--- config.mk ---
export PLATFORM = sky130hd
export DESIGN_NAME = mem_stage
export DESIGN_NICKNAME = d
export VERILOG_FILES = /design/src/rtl/mem_stage.sv
export SDC_FILE = /design/constraint.sdc
export NUM_CORES = 1
export LEC_CHECK = 0
export ABC_AREA = 1
export ABC_CLOCK_PERIOD_IN_PS = 2700
export BUFFER_PORTS_ARGS = -buffer_cell sky130_fd_sc_hd__buf_2
export CAP_MARGIN = 40
export CORE_MARGIN = 2
export CORE_UTILIZATION = 50
export DETAILED_ROUTE_END_ITERATION = 6
export HOLD_SLACK_MARGIN = 0.03
export PLACE_DENSITY_LB_ADDON = 0.15
export SLEW_MARGIN = 20
export SYNTH_ARGS = -nofsm -noshare
export SYNTH_HDL_FRONTEND = slang
export SYNTH_SLANG_ARGS = --single-unit
--- constraint.sdc ---
create_clock -name clk_i -period 2.7 [get_ports clk_i]
set_input_delay 0.675 -clock clk_i [delete_from_list [all_inputs] [get_ports clk_i]]
set_output_delay 0.675 -clock clk_i [all_outputs]
set_load 0.03 [all_outputs]
--- src/rtl/mem_stage.sv ---
// RV32 memory-access stage: issues aligned loads/stores on a req/gnt/rvalid bus and registers
// one result per instruction for writeback. Define MEM_BUS_TIMEOUT_EN to enable the bus timeout.
module mem_stage #(
  parameter int unsigned DATA_W         = 32,
  parameter int unsigned RF_ADDR_WIDTH  = 5,
  parameter int unsigned TIMEOUT_CYCLES = 64
) (
  input  logic                     clk_i,
  input  logic                     rst_i,
  input  logic                     ex_valid_i,
  output logic                     ex_ready_o,
  input  logic [1:0]               ex_mem_op_i,
  input  logic [2:0]               ex_funct3_i,
  input  logic [DATA_W-1:0]        ex_alu_result_i,
  input  logic [DATA_W-1:0]        ex_store_data_i,
  input  logic [RF_ADDR_WIDTH-1:0] ex_rd_addr_i,
  input  logic                     ex_rd_we_i,
  input  logic                     ex_exception_i,
  input  logic [3:0]               ex_cause_i,
  output logic                     dmem_req_o,
  output logic                     dmem_we_o,
  output logic [DATA_W-1:0]        dmem_addr_o,
  output logic [3:0]               dmem_be_o,
  output logic [DATA_W-1:0]        dmem_wdata_o,
  input  logic                     dmem_gnt_i,
  input  logic                     dmem_rvalid_i,
  input  logic [DATA_W-1:0]        dmem_rdata_i,
  input  logic                     dmem_err_i,
  input  logic                     wb_ready_i,
  output logic                     wb_rd_valid_o,
  output logic                     wb_rd_we_o,
  output logic [RF_ADDR_WIDTH-1:0] wb_rd_addr_o,
  output logic [DATA_W-1:0]        wb_rd_data_o,
  output logic                     wb_rd_exception_o,
  output logic [3:0]               wb_cause_o
);

  typedef enum logic [1:0] {StIdle, StReq, StWait, StResp} state_e;

  localparam logic [3:0] CauseIllegal    = 4'd2;
  localparam logic [3:0] CauseLdMisalign = 4'd4;
  localparam logic [3:0] CauseLdFault    = 4'd5;
  localparam logic [3:0] CauseStMisalign = 4'd6;
  localparam logic [3:0] CauseStFault    = 4'd7;

  state_e                   state_q;
  logic [DATA_W-1:0]        addr_q;
  logic                     store_q;
  logic [2:0]               funct3_q;
  logic [RF_ADDR_WIDTH-1:0] rd_addr_q;
  logic                     rd_we_q;
  logic [3:0]               be_q;
  logic [DATA_W-1:0]        wdata_q;

  logic                     wb_valid_q;
  logic                     wb_we_q;
  logic [RF_ADDR_WIDTH-1:0] wb_addr_q;
  logic [DATA_W-1:0]        wb_data_q;
  logic                     wb_exc_q;
  logic [3:0]               wb_cause_q;

  logic                     is_load, is_store, is_mem, illegal, misaligned;
  logic                     accept, go_bus, imm_exc, imm_we, tmo_hit;
  logic [3:0]               imm_cause, dec_be;
  logic [DATA_W-1:0]        dec_wdata, lane, load_data;

  assign ex_ready_o = (state_q == StIdle) && (!wb_valid_q || wb_ready_i);
  assign accept     = ex_valid_i && ex_ready_o;

  always_comb begin
    is_load    = (ex_mem_op_i == 2'b01);
    is_store   = (ex_mem_op_i == 2'b10);
    is_mem     = is_load || is_store;
    illegal    = (ex_funct3_i == 3'b011) || (ex_funct3_i[2:1] == 2'b11) ||
                 (is_store && ex_funct3_i[2]);
    misaligned = ((ex_funct3_i[1:0] == 2'b01) && ex_alu_result_i[0]) ||
                 ((ex_funct3_i[1:0] == 2'b10) && (ex_alu_result_i[1:0] != 2'b00));
    imm_exc    = ex_exception_i || (is_mem && (illegal || misaligned));
    go_bus     = is_mem && !imm_exc;
    imm_we     = ex_rd_we_i && !is_store && (ex_rd_addr_i != '0) && !imm_exc;

    imm_cause = 4'd0;
    if (ex_exception_i)          imm_cause = ex_cause_i;
    else if (is_mem && illegal)  imm_cause = CauseIllegal;
    else if (is_mem && misaligned) begin
      imm_cause = is_store ? CauseStMisalign : CauseLdMisalign;
    end

    dec_be    = 4'b1111;
    dec_wdata = ex_store_data_i;
    unique case (ex_funct3_i[1:0])
      2'b00: begin
        dec_be    = 4'b0001 << ex_alu_result_i[1:0];
        dec_wdata = {(DATA_W/8){ex_store_data_i[7:0]}};
      end
      2'b01: begin
        dec_be    = 4'b0011 << {ex_alu_result_i[1], 1'b0};
        dec_wdata = {(DATA_W/16){ex_store_data_i[15:0]}};
      end
      default: ;
    endcase
  end

  // Load formatting works off the latched address/funct3 of the outstanding access.
  always_comb begin
    lane = dmem_rdata_i >> {addr_q[1:0], 3'b000};
    unique case (funct3_q[1:0])
      2'b00:   load_data = {{(DATA_W-8){~funct3_q[2] & lane[7]}}, lane[7:0]};
      2'b01:   load_data = {{(DATA_W-16){~funct3_q[2] & lane[15]}}, lane[15:0]};
      default: load_data = dmem_rdata_i;
    endcase
  end

`ifdef MEM_BUS_TIMEOUT_EN
  localparam int unsigned CntW = $clog2(TIMEOUT_CYCLES) + 1;
  logic [CntW-1:0] tmo_cnt_q;

  // Counts only while stalled in REQ/WAIT, so every entry to either state starts from zero.
  always_ff @(posedge clk_i) begin
    if (rst_i) begin
      tmo_cnt_q <= '0;
    end else if ((state_q == StReq && !dmem_gnt_i) || (state_q == StWait && !dmem_rvalid_i)) begin
      tmo_cnt_q <= tmo_cnt_q + 1'b1;
    end else begin
      tmo_cnt_q <= '0;
    end
  end

  assign tmo_hit = (tmo_cnt_q == CntW'(TIMEOUT_CYCLES - 1));
`else
  logic unused_tmo;
  assign unused_tmo = ^TIMEOUT_CYCLES;
  assign tmo_hit    = 1'b0;
`endif

  always_ff @(posedge clk_i) begin
    if (rst_i) begin
      state_q    <= StIdle;
      addr_q     <= '0;
      store_q    <= 1'b0;
      funct3_q   <= '0;
      rd_addr_q  <= '0;
      rd_we_q    <= 1'b0;
      be_q       <= '0;
      wdata_q    <= '0;
      wb_valid_q <= 1'b0;
      wb_we_q    <= 1'b0;
      wb_addr_q  <= '0;
      wb_data_q  <= '0;
      wb_exc_q   <= 1'b0;
      wb_cause_q <= '0;
    end else begin
      if (wb_valid_q && wb_ready_i) wb_valid_q <= 1'b0;
      unique case (state_q)
        StIdle: begin
          if (accept && go_bus) begin
            addr_q    <= ex_alu_result_i;
            store_q   <= is_store;
            funct3_q  <= ex_funct3_i;
            rd_addr_q <= ex_rd_addr_i;
            rd_we_q   <= ex_rd_we_i && !is_store && (ex_rd_addr_i != '0);
            be_q      <= dec_be;
            wdata_q   <= dec_wdata;
            state_q   <= StReq;
          end else if (accept) begin
            wb_valid_q <= 1'b1;
            wb_we_q    <= imm_we;
            wb_addr_q  <= ex_rd_addr_i;
            wb_data_q  <= ex_alu_result_i;
            wb_exc_q   <= imm_exc;
            wb_cause_q <= imm_cause;
          end
        end
        StReq, StWait: begin
          if (state_q == StReq && dmem_gnt_i) begin
            state_q <= StWait;
          end else if ((state_q == StWait && dmem_rvalid_i) || tmo_hit) begin
            // A timeout is reported exactly like a bus error on the response.
            wb_valid_q <= 1'b1;
            wb_addr_q  <= rd_addr_q;
            if ((state_q == StWait && dmem_rvalid_i) && !dmem_err_i) begin
              wb_we_q    <= rd_we_q;
              wb_data_q  <= store_q ? addr_q : load_data;
              wb_exc_q   <= 1'b0;
              wb_cause_q <= 4'd0;
            end else begin
              wb_we_q    <= 1'b0;
              wb_data_q  <= addr_q;
              wb_exc_q   <= 1'b1;
              wb_cause_q <= store_q ? CauseStFault : CauseLdFault;
            end
            state_q <= StResp;
          end
        end
        StResp: begin
          if (wb_ready_i) state_q <= StIdle;
        end
        default: state_q <= StIdle;
      endcase
    end
  end

  assign dmem_req_o        = (state_q == StReq);
  assign dmem_we_o         = store_q;
  assign dmem_addr_o       = {addr_q[DATA_W-1:2], 2'b00};
  assign dmem_be_o         = be_q;
  assign dmem_wdata_o      = wdata_q;
  assign wb_rd_valid_o     = wb_valid_q;
  assign wb_rd_we_o        = wb_we_q;
  assign wb_rd_addr_o      = wb_addr_q;
  assign wb_rd_data_o      = wb_data_q;
  assign wb_rd_exception_o = wb_exc_q;
  assign wb_cause_o        = wb_cause_q;

endmodule

==> key figures, run 1 <==
Status
  – Status: finished, final reports clean

Floorplanning
  – Placeable core region: around 14000 um^2
  – Die boundary width: 122 um
  – Row Count: 43
  – Area of the die: 15000 um^2
  – Floorplan die height: 122 um
  – Top-Level Pins: about 230
  – Starting density of the core: 0.508

Timing
  – Final Hold Viols: 0
  – Post-route fraction of the period consumed by the critical path: 0.864
  – Unrepaired setup endpoints after global routing: no
  – Worst slew margin relative to its limit: 0.521
  – Final setup violating endpoints: 0
  – Max Freq: 0.429 GHz
  – Slew Viols, Final: 0
  – Clock period minus worst slack: roughly 2.3 ns
  – Actual transition at the worst max-transition pin: 0.718 ns
  – Hold slack final: about 0.46 ns
  – Setup TNS after final layout: 0 ns
  – Clk_skew: ~0.0048 ns

Hold path
  – Hold Startpoint: dmem_wdata_o[21]
  – Worst hold stages: 2
  – Kind of path behind the tightest hold check: flip-flop to flip-flop
  – Worst-case hold path end point: dmem_wdata_o[21]

Critical path
  – Reg-to-reg setup timing slack: 0.37 ns
  – Max FO, Critical Path: 18
  – WS Path Type: flip-flop to flip-flop
  – Critical path capture point type: flip-flop
  – Critical path startpoint category: flip-flop
  – Worst EP arrival: 2.65 ns
  – Required time of the critical path: 3.02 ns
  – Reg2reg start: state_q[1]
  – FF-to-FF End: wb_rd_data_o[7]
  – Cells on worst reg2reg path: 9

Power
  – Switching component of the power: 3130 uW
  – Portion of total power attributed to the clock network: 0.303
  – Static leakage: 0.00420 uW
  – Switching Fraction: 0.405
  – P_int: 4590 uW
  – Fraction of power consumed by sequential logic: 0.303
  – Share of total power in combinational logic: 0.394
  – Power density normalized to cell area: 892 nW/um^2
  – Highest ir drop seen on vdd: 0.518 mV

Clock network
  – Clk Latency, worst-skew pair: 0.42 ns
  – Clk sinks: 124
  – CTS H-tree depth: 4
  – CTS tree: done
  – Cell at the root of the clock tree: sky130_fd_sc_hd__clkbuf_16
  – Maximum clock insertion buffer count: 2
  – Clock transition at the registers of the reported paths: around 0.060 ns
  – Number of buffers added to fix hold violations after cts: 0
  – Total CTS buffers: 17
  – Quantity of gates resized following cts: 0
  – Number of setup buffers added after CTS: 0

Global route
  – Initial antenna violation count: 2
  – Pin count of the biggest net entering global routing: 53
  – First-pass GRT wire length: roughly 33000 um
  – Residual overflow from global routing: 0
  – Via count of the first global-routing pass: 6606
  – Global Route Usage Sum: 0.278

Synthesis
  – Sequential area share after synthesis: 0.355
  – Unique cell type count in the Yosys netlist: 33
  – Post-synthesis register bit count: 124
  – Post-synthesis instance total: 1090
  – Combined area of all synthesized cells: 7000 um^2
  – Cell taking the most area after synthesis: sky130_fd_sc_hd__dfxtp_1
  – Top cells by area, synth: sky130_fd_sc_hd__dfxtp_1 (35%), sky130_fd_sc_hd__nand2_1 (13%), sky130_fd_sc_hd__a21oi_1 (12%)
  – Area share of the largest cell type after synthesis: 0.355
  – Total of warnings raised by yosys: 0
  – Mean instance size in the synthesized netlist: 6.42 um^2

Placed design
  – HPWL after detailed placement: ~15000 um
  – Routability congestion estimate: 0.897
  – IO buf count: 231

Finish
  – Fin nets: 1386
  – Area of the multi-input gates: 3540 um^2
  – Proportion of layout cells with a drive suffix above 1: 0.240
  – Fill cells: 1404
  – Area added between synthesis and finish: 23.7%
  – Area taken by flip-flops and latches: 2480 um^2

Drt
  – Vias post-DR: 7493
  – Wire length reported by the detailed router: 20900 um
  – Number of violations reported at the end of detailed-routing iteration 0: 490
  – Post-route DRC violation count: 0
  – Via-to-Cell Ratio: 5.15
  – First drt pass iteration count: 5
  – DR WL/cell: 14.4 um
  – Post-DRT Antenna Nets: 0

Flow run
  – Maximum Capacitance Violations: 0
==> flip-flops by register name, summed over array words and instances, names as in the netlist <==
signal / cells
dmem_be_o: 4
rd_addr_q: 5
dmem_wdata_o: 32
wb_rd_valid_o: 1
wb_cause_o: 4
dmem_we_o: 1
wb_rd_data_o: 32
wb_rd_we_o: 1
funct3_q: 3
wb_rd_exception_o: 1
wb_rd_addr_o: 5
addr_q: 32
rd_we_q: 1
state_q: 2
==> cell type report <==
| cell class | instances | area share |
|---|---|---|
| Antenna cell | 2 | 0.000578 |
| Clock buffer | 23 | 0.0552 |
| Clock inverter | 8 | 0.0133 |
| Inverter | 111 | 0.0481 |
| Multi-Input combinational cell | 749 | 0.409 |
| Sequential cell | 124 | 0.287 |
| Tap cell | 180 | 0.0260 |
| Timing Repair Buffer | 258 | 0.161 |
==> critical path, stage by stage (launching register included) <==
cell and delay (ns):
sky130_fd_sc_hd__dfxtp_1 0.41, sky130_fd_sc_hd__inv_1 0.09, sky130_fd_sc_hd__ha_1 0.61, sky130_fd_sc_hd__nand2_1 0.17, sky130_fd_sc_hd__a22oi_4 0.20, sky130_fd_sc_hd__nand2_2 0.23
sky130_fd_sc_hd__inv_2 0.30, sky130_fd_sc_hd__nand2_1 0.08, sky130_fd_sc_hd__nor2_1 0.09, sky130_fd_sc_hd__nor2_1 0.05
==> logic make-up (layout without fill, tap and decap cells) <==
| kind of cell | Yosys count | after routing | synth area share |
|---|---|---|---|
| other cells | 1 | 4 | 0.000536 |
| compound gates | 307 | 307 | 0.234 |
| flops | 124 | 124 | 0.355 |
| fa+ha+maj | 6 | 6 | 0.0107 |
| simple gates | 434 | 434 | 0.258 |
| buf+inv | 218 | 400 | 0.142 |
==> power groups by stage <==
stage / combinational [uW] / sequential, uW / clock (uW)
global placement: 3010 / 2370 / 0
floorplan: 1710 / 2890 / 0
global route: 3370 / 2370 / 2440
CTS: 3050 / 2340 / 2360
finish: 3040 / 2340 / 2340
detailed placement: 3040 / 2370 / 0
==> metal layers <==
layer	global-route usage	wire length, um
met5	0	0
met4	0.108	502
met3	0.0683	1710
met2	0.455	9800
met1	0.353	8890
==> through the flow <==
stage	setup slack (ns)	total power (uW)	utilization	cell area [um^2]	std cells
2_1_floorplan	0.675	4600	-	7000	1091
3_3_place_gp	0.332	5380	0.585	8060	1422
3_5_place_dp	0.302	5410	0.585	8060	1422
4_1_cts	0.359	7750	0.628	8650	1453
5_1_grt	0.158	8180	0.628	8650	1453
6_report	0.368	7720	0.629	8660	1455
==> layout by cell type (no fill, tap or decap), types with 3 or more instances in the layout <==
cell / netlist / layout
sky130_fd_sc_hd__a21boi_0: 8 / 8
sky130_fd_sc_hd__a21oi_1: 171 / 171
sky130_fd_sc_hd__buf_12: 0 / 3
sky130_fd_sc_hd__buf_2: 24 / 231
sky130_fd_sc_hd__buf_4: 36 / 24
sky130_fd_sc_hd__bufinv_16: 0 / 3
sky130_fd_sc_hd__clkbuf_1: 45 / 3
sky130_fd_sc_hd__clkbuf_16: 0 / 17
sky130_fd_sc_hd__clkbuf_8: 0 / 3
sky130_fd_sc_hd__clkinv_2: 0 / 5
sky130_fd_sc_hd__dfxtp_1: 124 / 124
sky130_fd_sc_hd__ha_1: 6 / 6
sky130_fd_sc_hd__inv_1: 105 / 103
sky130_fd_sc_hd__inv_2: 5 / 7
sky130_fd_sc_hd__nand2_1: 244 / 243
sky130_fd_sc_hd__nand2_2: 2 / 3
sky130_fd_sc_hd__nand3_1: 89 / 89
sky130_fd_sc_hd__nand3_2: 4 / 3
sky130_fd_sc_hd__nand4_1: 3 / 3
sky130_fd_sc_hd__nor2_1: 84 / 84
sky130_fd_sc_hd__nor3_1: 3 / 3
sky130_fd_sc_hd__o211ai_1: 21 / 21
sky130_fd_sc_hd__o21ai_0: 92 / 92
sky130_fd_sc_hd__o21ai_1: 8 / 8
==> cells in the mapped netlist <==
master                     instances
sky130_fd_sc_hd__nand2_1         244
sky130_fd_sc_hd__a21oi_1         171
sky130_fd_sc_hd__dfxtp_1         124
sky130_fd_sc_hd__inv_1           105
sky130_fd_sc_hd__o21ai_0          92
sky130_fd_sc_hd__nand3_1          89
sky130_fd_sc_hd__nor2_1           84
sky130_fd_sc_hd__clkbuf_1         45
sky130_fd_sc_hd__buf_4            36
sky130_fd_sc_hd__buf_2            24
sky130_fd_sc_hd__o211ai_1         21
sky130_fd_sc_hd__a21boi_0          8
sky130_fd_sc_hd__o21ai_1           8
sky130_fd_sc_hd__ha_1              6
sky130_fd_sc_hd__inv_2             5
sky130_fd_sc_hd__nand3_2           4
sky130_fd_sc_hd__nand4_1           3
sky130_fd_sc_hd__nor3_1            3
sky130_fd_sc_hd__a211oi_1          2
sky130_fd_sc_hd__nand2_2           2
sky130_fd_sc_hd__nor2_4            2
sky130_fd_sc_hd__a21oi_2           1
sky130_fd_sc_hd__a22oi_4           1
sky130_fd_sc_hd__buf_1             1
sky130_fd_sc_hd__buf_6             1
sky130_fd_sc_hd__clkinv_1          1
sky130_fd_sc_hd__conb_1            1
sky130_fd_sc_hd__nand3b_1          1
sky130_fd_sc_hd__nor2_2            1
sky130_fd_sc_hd__o21bai_1          1
sky130_fd_sc_hd__o22ai_1           1
sky130_fd_sc_hd__o31ai_1           1
sky130_fd_sc_hd__or2_0             1
==> how the worst max path moves through the flow <==
stage | start | to | slack [ns] | cells after the start
2_1_floorplan | ex_mem_op_i[0] | wb_rd_data_o[6] | 0.67 | 10
3_3_place_gp | ex_mem_op_i[0] | dmem_be_o[3] | 0.33 | 10
3_5_place_dp | ex_mem_op_i[0] | dmem_be_o[3] | 0.30 | 10
4_1_cts | state_q[0] | wb_rd_data_o[6] | 0.36 | 8
5_1_grt | state_q[0] | wb_rd_data_o[2] | 0.16 | 8
6_report | state_q[1] | wb_rd_data_o[7] | 0.37 | 9
No activity file was read; power rests on OpenSTA's default activity.
==> run 2, diff against run 1 <==
CORE_UTILIZATION = 40   (was 50)
==> run 2 against run 1 <==
The flow now finishes with violations (DRC). Final cell count rose by 2.7%. Die area rose by 24%. Count of clock-buffer cells in the layout fell by 3. Core utilization fell by 12 points. Worst hold slack improved by 0.0013 ns. Power rose by 1.2%. Worst setup slack improved by 0.048 ns. Register-to-register slack improved by 0.05 ns. Sequential share of layout area fell by 0.23 points. Non-clock buffer count fell by 5. Maximum frequency rose by 2.1%. Global-route usage fell by 4.8 points. Critical endpoint is now wb_rd_data_o[22]. Largest power group unchanged.
==> key figures, run 2 (synthesis gave the netlist of run 1 again) <==
Status
  – Status: finished with violations (was finished, final reports clean)
  – Violated checks: DRC

Critical path
  – Slowest library cell on the worst path: sky130_fd_sc_hd__ha_1 (unchanged)
  – Max FO, Critical Path: 24 (was 18)
  – WS Path Type: flip-flop to flip-flop (unchanged)
  – Critical path startpoint category: flip-flop (unchanged)
  – Required time of the critical path: 3.00 ns (was 3.02 ns)
  – Critical path capture point type: flip-flop (unchanged)
  – Worst EP arrival: 2.59 ns (was 2.65 ns)
  – CP bufs+invs: 2 (unchanged)
  – Largest delay share family, worst path: adder cells (was simple AND/OR/NAND/NOR gates)
  – Worst path cell trace: inv_1, ha_1, nand2_1, a22oi_4, buf_4, nand3_1, a21oi_1, nor2_1 (was inv_1, ha_1, nand2_1, a22oi_4, nand2_2, inv_2, nand2_1, nor2_1, nor2_1)
  – Peak per-stage delay on the critical path: 0.55 ns (was 0.61 ns)

Timing
  – Max Freq: 0.438 GHz (was 0.429 GHz)
  – Clk_skew: 0.00963 ns (was 0.00483 ns)
  – Slew Viols, Final: 0 (unchanged)
  – Post-route fraction of the period consumed by the critical path: 0.846 (was 0.864)
  – Actual transition at the worst max-transition pin: 0.742 ns (was 0.718 ns)
  – Clock period minus worst slack: 2.28 ns (was 2.33 ns)
  – Hold slack final: 0.460 ns (was 0.458 ns)
  – Final setup violating endpoints: 0 (unchanged)
  – Setup TNS after final layout: 0 ns (unchanged)
  – Worst slew margin relative to its limit: 0.503 (was 0.521)
  – Final Hold Viols: 0 (unchanged)
  – Fin worst setup slack: 0.416 ns (was 0.368 ns)
  – Unrepaired setup endpoints after global routing: no (unchanged)

Power
  – Highest ir drop seen on vdd: 0.452 mV (was 0.518 mV)
  – Sum of internal, switching and leakage power: 7810 uW (was 7720 uW)
  – Power density normalized to cell area: 895 nW/um^2 (was 892 nW/um^2)
  – Static leakage: 0.00418 uW (was 0.00420 uW)

Finish
  – Most common cell after layout, fill and taps aside: sky130_fd_sc_hd__nand2_1 (unchanged)
  – Area added between synthesis and finish: 24.7% (was 23.7%)
  – Fill cells: 1841 (was 1404)
  – Proportion of layout cells with a drive suffix above 1: 0.237 (was 0.240)
  – Highest-count cells in the layout ignoring fill and taps: sky130_fd_sc_hd__nand2_1 (243), sky130_fd_sc_hd__buf_2 (231), sky130_fd_sc_hd__a21oi_1 (171), sky130_fd_sc_hd__dfxtp_1 (124), sky130_fd_sc_hd__inv_1 (103) (unchanged)
  – Fin nets: 1381 (was 1386)
  – Final design area excluding fillers: 8730 um^2 (was 8660 um^2)

Placed design
  – Placed Instance Area: 8120 um^2 (was 8060 um^2)
  – Placement-stage worst setup slack: 0.331 ns (was 0.302 ns)
  – Routability congestion estimate: 0.845 (was 0.897)
  – HPWL after detailed placement: 15600 um (was 15100 um)
  – IO buf count: 231 (unchanged)

Drt
  – DR WL/cell: 14.7 um (was 14.4 um)
  – Number of violations reported at the end of detailed-routing iteration 0: 556 (was 490)
  – Via-to-Cell Ratio: 4.94 (was 5.15)
  – Post-route DRC violation count: 2 (was 0)
  – Post-DRT Antenna Nets: 0 (unchanged)
  – Vias post-DR: 7381 (was 7493)
  – First drt pass iteration count: 7 (was 5)
  – Wire length reported by the detailed router: 22000 um (was 20900 um)

Global route
  – Residual overflow from global routing: 0 (unchanged)
  – Via count of the first global-routing pass: 6493 (was 6606)
  – Initial antenna violation count: 2 (unchanged)
  – Pin count of the biggest net entering global routing: 77 (was 53)
  – First-pass GRT wire length: 33600 um (was 32700 um)
  – Global Route Usage Sum: 0.230 (was 0.278)

Clock network
  – CTS H-tree depth: 4 (unchanged)
  – Clk sinks: 124 (unchanged)
  – Cell at the root of the clock tree: sky130_fd_sc_hd__clkbuf_16 (unchanged)
  – CTS tree: done (unchanged)
  – Number of setup buffers added after CTS: 0 (unchanged)
  – Clock transition at the registers of the reported paths: 0.06 ns (about the same)
  – Clk Latency, worst-skew pair: 0.41 ns (was 0.42 ns)
  – Quantity of gates resized following cts: 0 (unchanged)
  – Maximum clock insertion buffer count: 2 (unchanged)
  – Total CTS buffers: 17 (unchanged)
  – Number of buffers added to fix hold violations after cts: 0 (unchanged)

Floorplanning
  – Area of the die: 18600 um^2 (was 15000 um^2)
  – Placeable core region: 17200 um^2 (was 13800 um^2)
  – Row Count: 48 (was 43)
  – Floorplan die height: 136 um (was 122 um)
  – Die boundary width: 136 um (was 122 um)
  – Top-Level Pins: 234 (unchanged)
  – Starting density of the core: 0.407 (was 0.508)

Flow run
  – Maximum Capacitance Violations: 0 (unchanged)

Hold path
  – Kind of path behind the tightest hold check: flip-flop to flip-flop (unchanged)
-- run 2: report_power, final --
part	leakage, uW	switching (uW)	internal (uW)
logic	0.00288	2150	928
clock network	0.000286	850	1540
registers	0.00101	180	2160
total	0.00418	3180	4630
-- run 2: cell type report --
type                            count  area (um^2)  share of cell area
Tap cell                          225          282              0.0323
Sequential cell                   124         2480               0.284
Antenna cell                        2         5.00            0.000573
Clock inverter                     11          170              0.0195
Clock buffer                       20          437              0.0500
Inverter                          111          417              0.0477
Timing Repair Buffer              253         1400               0.160
Multi-Input combinational cell    749         3540               0.405
-- run 2: per-layer routing --
| layer | GRT usage | wire length (um) | vias to the layer above |
|---|---|---|---|
| met5 | 0 | 0 | - |
| met1 | 0.308 | 10100 | 3304 |
| li1 | - | - | 3859 |
| met4 | 0.0689 | 244 | 0 |
| met2 | 0.373 | 10300 | 201 |
| met3 | 0.0474 | 1290 | 17 |
-- run 2: path summary, 6_finish.rpt --
kind / startpoint / end / slack [ns] / cells after the start
max: state_q[1] / wb_rd_data_o[22] / 0.42 / 8
min: dmem_wdata_o[21] / dmem_wdata_o[21] / 0.46 / 2
max reg2reg: state_q[1] / wb_rd_data_o[22] / 0.42 / 8
min reg2reg: dmem_wdata_o[21] / dmem_wdata_o[21] / 0.46 / 2
-- run 2: through the flow --
| stage | utilization | std cells |
|---|---|---|
| after global routing | 0.508 | 1494 |
| after floorplan | - | 1091 |
| after CTS | 0.508 | 1493 |
| final | 0.508 | 1495 |
| after detailed placement | 0.472 | 1462 |
| after global placement | 0.472 | 1462 |
-- run 2: worst register-to-register path: cells and delay by family, from the launching register on --
family | cells | cell delay, ns
AND/OR/NAND/NOR | 3 | 0.36
flip-flops | 1 | 0.41
adder cells (fa/ha/maj) | 1 | 0.55
buffers and inverters | 2 | 0.45
AO/OA/AOI/OAI | 2 | 0.41
==> run 3, diff against run 2 <==
ABC_AREA = 0   (was 1)
ABC_CLOCK_PERIOD_IN_PS = 2100   (was 2700)
clock period = 2.1 ns   (was 2.7 ns; I/O delays follow)
==> run 3 against run 2 <==
The flow now finishes without violations. Via count shrank 3.6%. Worst setup slack worse by 0.35 ns. Sequential share of layout area shrank 0.96 points. Count of clock-buffer cells in the layout did not move. Final cell count fell by 13%. Design area up 3.6%. Routed wire length rose by 8.4%. First-iteration DRC count grew 5.6%. Critical path type unchanged. Critical endpoint is now wb_rd_data_o[31].
==> key figures, run 3 <==
Drt
  – Vias post-DR: 7116 (was 7381)
  – Number of violations reported at the end of detailed-routing iteration 0: 587 (was 556)
  – Post-route DRC violation count: 0 (was 2)
  – DR WL/cell: 18.3 um (was 14.7 um)
  – First drt pass iteration count: 6 (was 7)
  – Post-DRT Antenna Nets: 0 (unchanged)
  – Via-to-Cell Ratio: 5.47 (was 4.94)
  – Wire length reported by the detailed router: 23800 um (was 22000 um)

Floorplanning
  – Die boundary width: 132 um (was 136 um)
  – Row Count: 46 (was 48)
  – Top-Level Pins: 234 (unchanged)
  – Area of the die: 17500 um^2 (was 18600 um^2)
  – Placeable core region: 16000 um^2 (was 17200 um^2)
  – Floorplan die height: 132 um (was 136 um)
  – Starting density of the core: 0.411 (was 0.407)

Critical path
  – Cells on worst reg2reg path: 9 (was 8)
  – Required time of the critical path: 2.39 ns (was 3.00 ns)
  – Peak per-stage delay on the critical path: 0.46 ns (was 0.55 ns)
  – Reg2reg start: state_q[1] (unchanged)
  – Critical path capture point type: flip-flop (unchanged)
  – WS Path Type: flip-flop to flip-flop (unchanged)
  – Critical path startpoint category: flip-flop (unchanged)
  – Max FO, Critical Path: 15 (was 24)
  – Worst EP arrival: 2.33 ns (was 2.59 ns)
  – Reg-to-reg setup timing slack: 0.06 ns (was 0.42 ns)
  – Slowest library cell on the worst path: sky130_fd_sc_hd__or3b_4 (was sky130_fd_sc_hd__ha_1)
  – Worst path cell trace: inv_2, ha_4, buf_6, nand4_1, buf_4, or3b_4, clkbuf_16, a21oi_1, a211oi_1 (was inv_1, ha_1, nand2_1, a22oi_4, buf_4, nand3_1, a21oi_1, nor2_1)
  – FF-to-FF End: wb_rd_data_o[31] (was wb_rd_data_o[22])

Timing
  – Max Freq: 0.490 GHz (was 0.438 GHz)
  – Actual transition at the worst max-transition pin: 0.643 ns (was 0.742 ns)
  – Clock period minus worst slack: 2.04 ns (was 2.28 ns)
  – Worst slew margin relative to its limit: 0.571 (was 0.503)
  – Slew Viols, Final: 0 (unchanged)
  – Hold slack final: 0.353 ns (was 0.460 ns)
  – Final Hold Viols: 0 (unchanged)
  – Final setup violating endpoints: 0 (unchanged)
  – Clk_skew: 0.00726 ns (was 0.00963 ns)
  – Post-route fraction of the period consumed by the critical path: 0.971 (was 0.846)

Placed design
  – IO buf count: 231 (unchanged)
  – Placed Instance Area: 8080 um^2 (was 8120 um^2)
  – HPWL after detailed placement: 16300 um (was 15600 um)
  – Routability congestion estimate: 0.904 (was 0.845)
  – Post-placement cell count: 1260 (was 1462)

Clock network
  – Clk sinks: 124 (unchanged)
  – CTS tree: done (unchanged)
  – Clock transition at the registers of the reported paths: 0.06 ns (about the same)
  – Clk Latency, worst-skew pair: 0.42 ns (was 0.41 ns)
  – Cell at the root of the clock tree: sky130_fd_sc_hd__clkbuf_16 (unchanged)
  – Maximum clock insertion buffer count: 2 (unchanged)
  – Total CTS buffers: 17 (unchanged)
  – CTS H-tree depth: 4 (unchanged)

Finish
  – Final Instance Count excl. Fillers: 1301 (was 1495)
  – Area added between synthesis and finish: 37.5% (was 24.7%)
  – Proportion of layout cells with a drive suffix above 1: 0.348 (was 0.237)
  – Highest-count cells in the layout ignoring fill and taps: sky130_fd_sc_hd__buf_2 (230), sky130_fd_sc_hd__nand2_1 (156), sky130_fd_sc_hd__dfxtp_1 (123), sky130_fd_sc_hd__a21oi_1 (120), sky130_fd_sc_hd__buf_4 (59) (was sky130_fd_sc_hd__nand2_1 (243), sky130_fd_sc_hd__buf_2 (231), sky130_fd_sc_hd__a21oi_1 (171), sky130_fd_sc_hd__dfxtp_1 (124), sky130_fd_sc_hd__inv_1 (103))
  – Area taken by flip-flops and latches: 2480 um^2 (about the same)
  – Area of the multi-input gates: 3590 um^2 (was 3540 um^2)
  – Most common cell after layout, fill and taps aside: sky130_fd_sc_hd__buf_2 (was sky130_fd_sc_hd__nand2_1)
  – Final design area excluding fillers: 9040 um^2 (was 8730 um^2)
  – Fin nets: 1198 (was 1381)
  – Fill cells: 1561 (was 1841)

Power
  – Power density normalized to cell area: 1080 nW/um^2 (was 895 nW/um^2)
  – Sum of internal, switching and leakage power: 9780 uW (was 7810 uW)
  – Static leakage: 0.00380 uW (was 0.00418 uW)
  – Highest ir drop seen on vdd: 0.710 mV (was 0.452 mV)

Synthesis
  – Total of warnings raised by yosys: 0 (unchanged)
  – Post-synth EDFFs: 0 (unchanged)
  – Unique cell type count in the Yosys netlist: 54 (was 33)
  – Top cells by area, synth: sky130_fd_sc_hd__dfxtp_1 (38%), sky130_fd_sc_hd__a21oi_1 (9.5%), sky130_fd_sc_hd__nand2_1 (9.0%) (was sky130_fd_sc_hd__dfxtp_1 (35%), sky130_fd_sc_hd__nand2_1 (13%), sky130_fd_sc_hd__a21oi_1 (12%))
  – Combined area of all synthesized cells: 6570 um^2 (was 7000 um^2)
  – Main synth FF type: sky130_fd_sc_hd__dfxtp_1 (unchanged)
  – Async set or reset register ratio after synthesis: 0 (unchanged)
  – Post-synthesis instance total: 851 (was 1090)
  – Most frequent cells after synthesis: sky130_fd_sc_hd__nand2_1 (157), sky130_fd_sc_hd__a21oi_1 (125), sky130_fd_sc_hd__dfxtp_1 (124), sky130_fd_sc_hd__clkbuf_1 (42), sky130_fd_sc_hd__a211oi_1 (40) (was sky130_fd_sc_hd__nand2_1 (244), sky130_fd_sc_hd__a21oi_1 (171), sky130_fd_sc_hd__dfxtp_1 (124), sky130_fd_sc_hd__inv_1 (105), sky130_fd_sc_hd__o21ai_0 (92))
  – Mean instance size in the synthesized netlist: 7.72 um^2 (was 6.42 um^2)
  – Area share of the largest cell type after synthesis: 0.378 (was 0.355)
  – Cell taking the most area after synthesis: sky130_fd_sc_hd__dfxtp_1 (unchanged)
  – Post-synthesis register bit count: 124 (unchanged)
  – Sequential area share after synthesis: 0.378 (was 0.355)
  – Most common cell in the netlist: sky130_fd_sc_hd__nand2_1 (unchanged)

Global route
  – Via count of the first global-routing pass: 6623 (was 6493)
  – Initial antenna violation count: 3 (was 2)
  – Pin count of the biggest net entering global routing: 61 (was 77)
  – Residual overflow from global routing: 0 (unchanged)
  – Global Route Usage Sum: 0.259 (was 0.230)
  – First-pass GRT wire length: 35800 um (was 33600 um)

Hold path
  – Kind of path behind the tightest hold check: primary input to flip-flop (was flip-flop to flip-flop)
  – Hold Startpoint: ex_alu_result_i[15] (was dmem_wdata_o[21])
  – Worst hold stages: 3 (was 2)
  – Worst-case hold path end point: addr_q[15] (was dmem_wdata_o[21])

Flow run
  – Maximum Capacitance Violations: 0 (unchanged)

Status
  – Status: finished, final reports clean (was finished with violations)
[run 3: cell families (layout without fill, tap and decap cells)]
group / Yosys count / in the layout / synth area share
other: 1 / 3 / 0.000571
adder cells (fa/ha/maj): 6 / 6 / 0.0114
XOR/XNOR: 1 / 1 / 0.00133
flip-flops: 124 / 124 / 0.378
multiplexers: 32 / 32 / 0.0491
buffers and inverters: 131 / 362 / 0.102
AND/OR/NAND/NOR: 269 / 270 / 0.181
AO/OA/AOI/OAI: 287 / 287 / 0.277
[run 3: layout make-up]
cell class | instances | share of cell area
diodes | 1 | 0.000277
clock buffers | 20 | 0.0516
clock inverters | 10 | 0.0156
inverters | 21 | 0.00872
multi-input cells | 598 | 0.397
flip-flops and latches | 124 | 0.275
well taps | 216 | 0.0299
repair buffers | 311 | 0.222
[run 3: metal layers]
metal / up-vias / wire, um / share of wire / GRT usage
li1: 3466 / - / - / -
met3: 32 / 2090 / 0.088 / 0.0600
met1: 3293 / 10600 / 0.44 / 0.354
met5: - / 29 / 0.0012 / 0
met4: 4 / 421 / 0.018 / 0.0980
met2: 321 / 10700 / 0.45 / 0.397
[run 3: timing repair]
action	CTS	global route
resized for setup	7	37
hold buffers	0	0
pin swaps	1	16
buffers inserted	1	4
endpoints found under the setup margin	70	111
hold endpoints to repair	0	0
gates cloned	1	4
[run 3: through the flow]
| stage | setup slack [ns] | util | TNS [ns] |
|---|---|---|---|
| floorplan | 0.00246 | - | 0 |
| global placement | -0.389 | 0.504 | -34.71 |
| detailed placement | -0.395 | 0.505 | -35.70 |
| CTS | -0.0351 | 0.547 | -0.466 |
| global route | -0.00128 | 0.565 | -0.00128 |
| finish | 0.0610 | 0.565 | 0 |
[run 3: how the worst max path moves through the flow]
stage / startpoint / end / slack, ns / depth (start not counted)
floorplan: ex_mem_op_i[0] / state_q[0] / 0.002 / 8
global route: state_q[1] / state_q[0] / -0.001 / 8
CTS: state_q[1] / wb_rd_data_o[15] / -0.04 / 9
global placement: ex_mem_op_i[0] / wb_rd_data_o[19] / -0.39 / 8
detailed placement: ex_mem_op_i[0] / dmem_wdata_o[12] / -0.40 / 10
finish: state_q[1] / wb_rd_data_o[31] / 0.06 / 9
[run 3: power by group]
group	total, uW	leakage [uW]	internal, uW	switching [uW]
sequential	2940	0.00101	2730	209
clock	3050	0.000282	1940	1110
combinational	3790	0.00251	1450	2340
total	9780	0.00380	6130	3660
[run 3: critical path: cells and delay by family, from the launching register on]
| kind | cells | cell delay [ns] |
|---|---|---|
| AND/OR/NAND/NOR | 2 | 0.62 |
| buffers and inverters | 4 | 0.60 |
| flip-flops | 1 | 0.32 |
| AO/OA/AOI/OAI | 2 | 0.20 |
| adder cells (fa/ha/maj) | 1 | 0.17 |
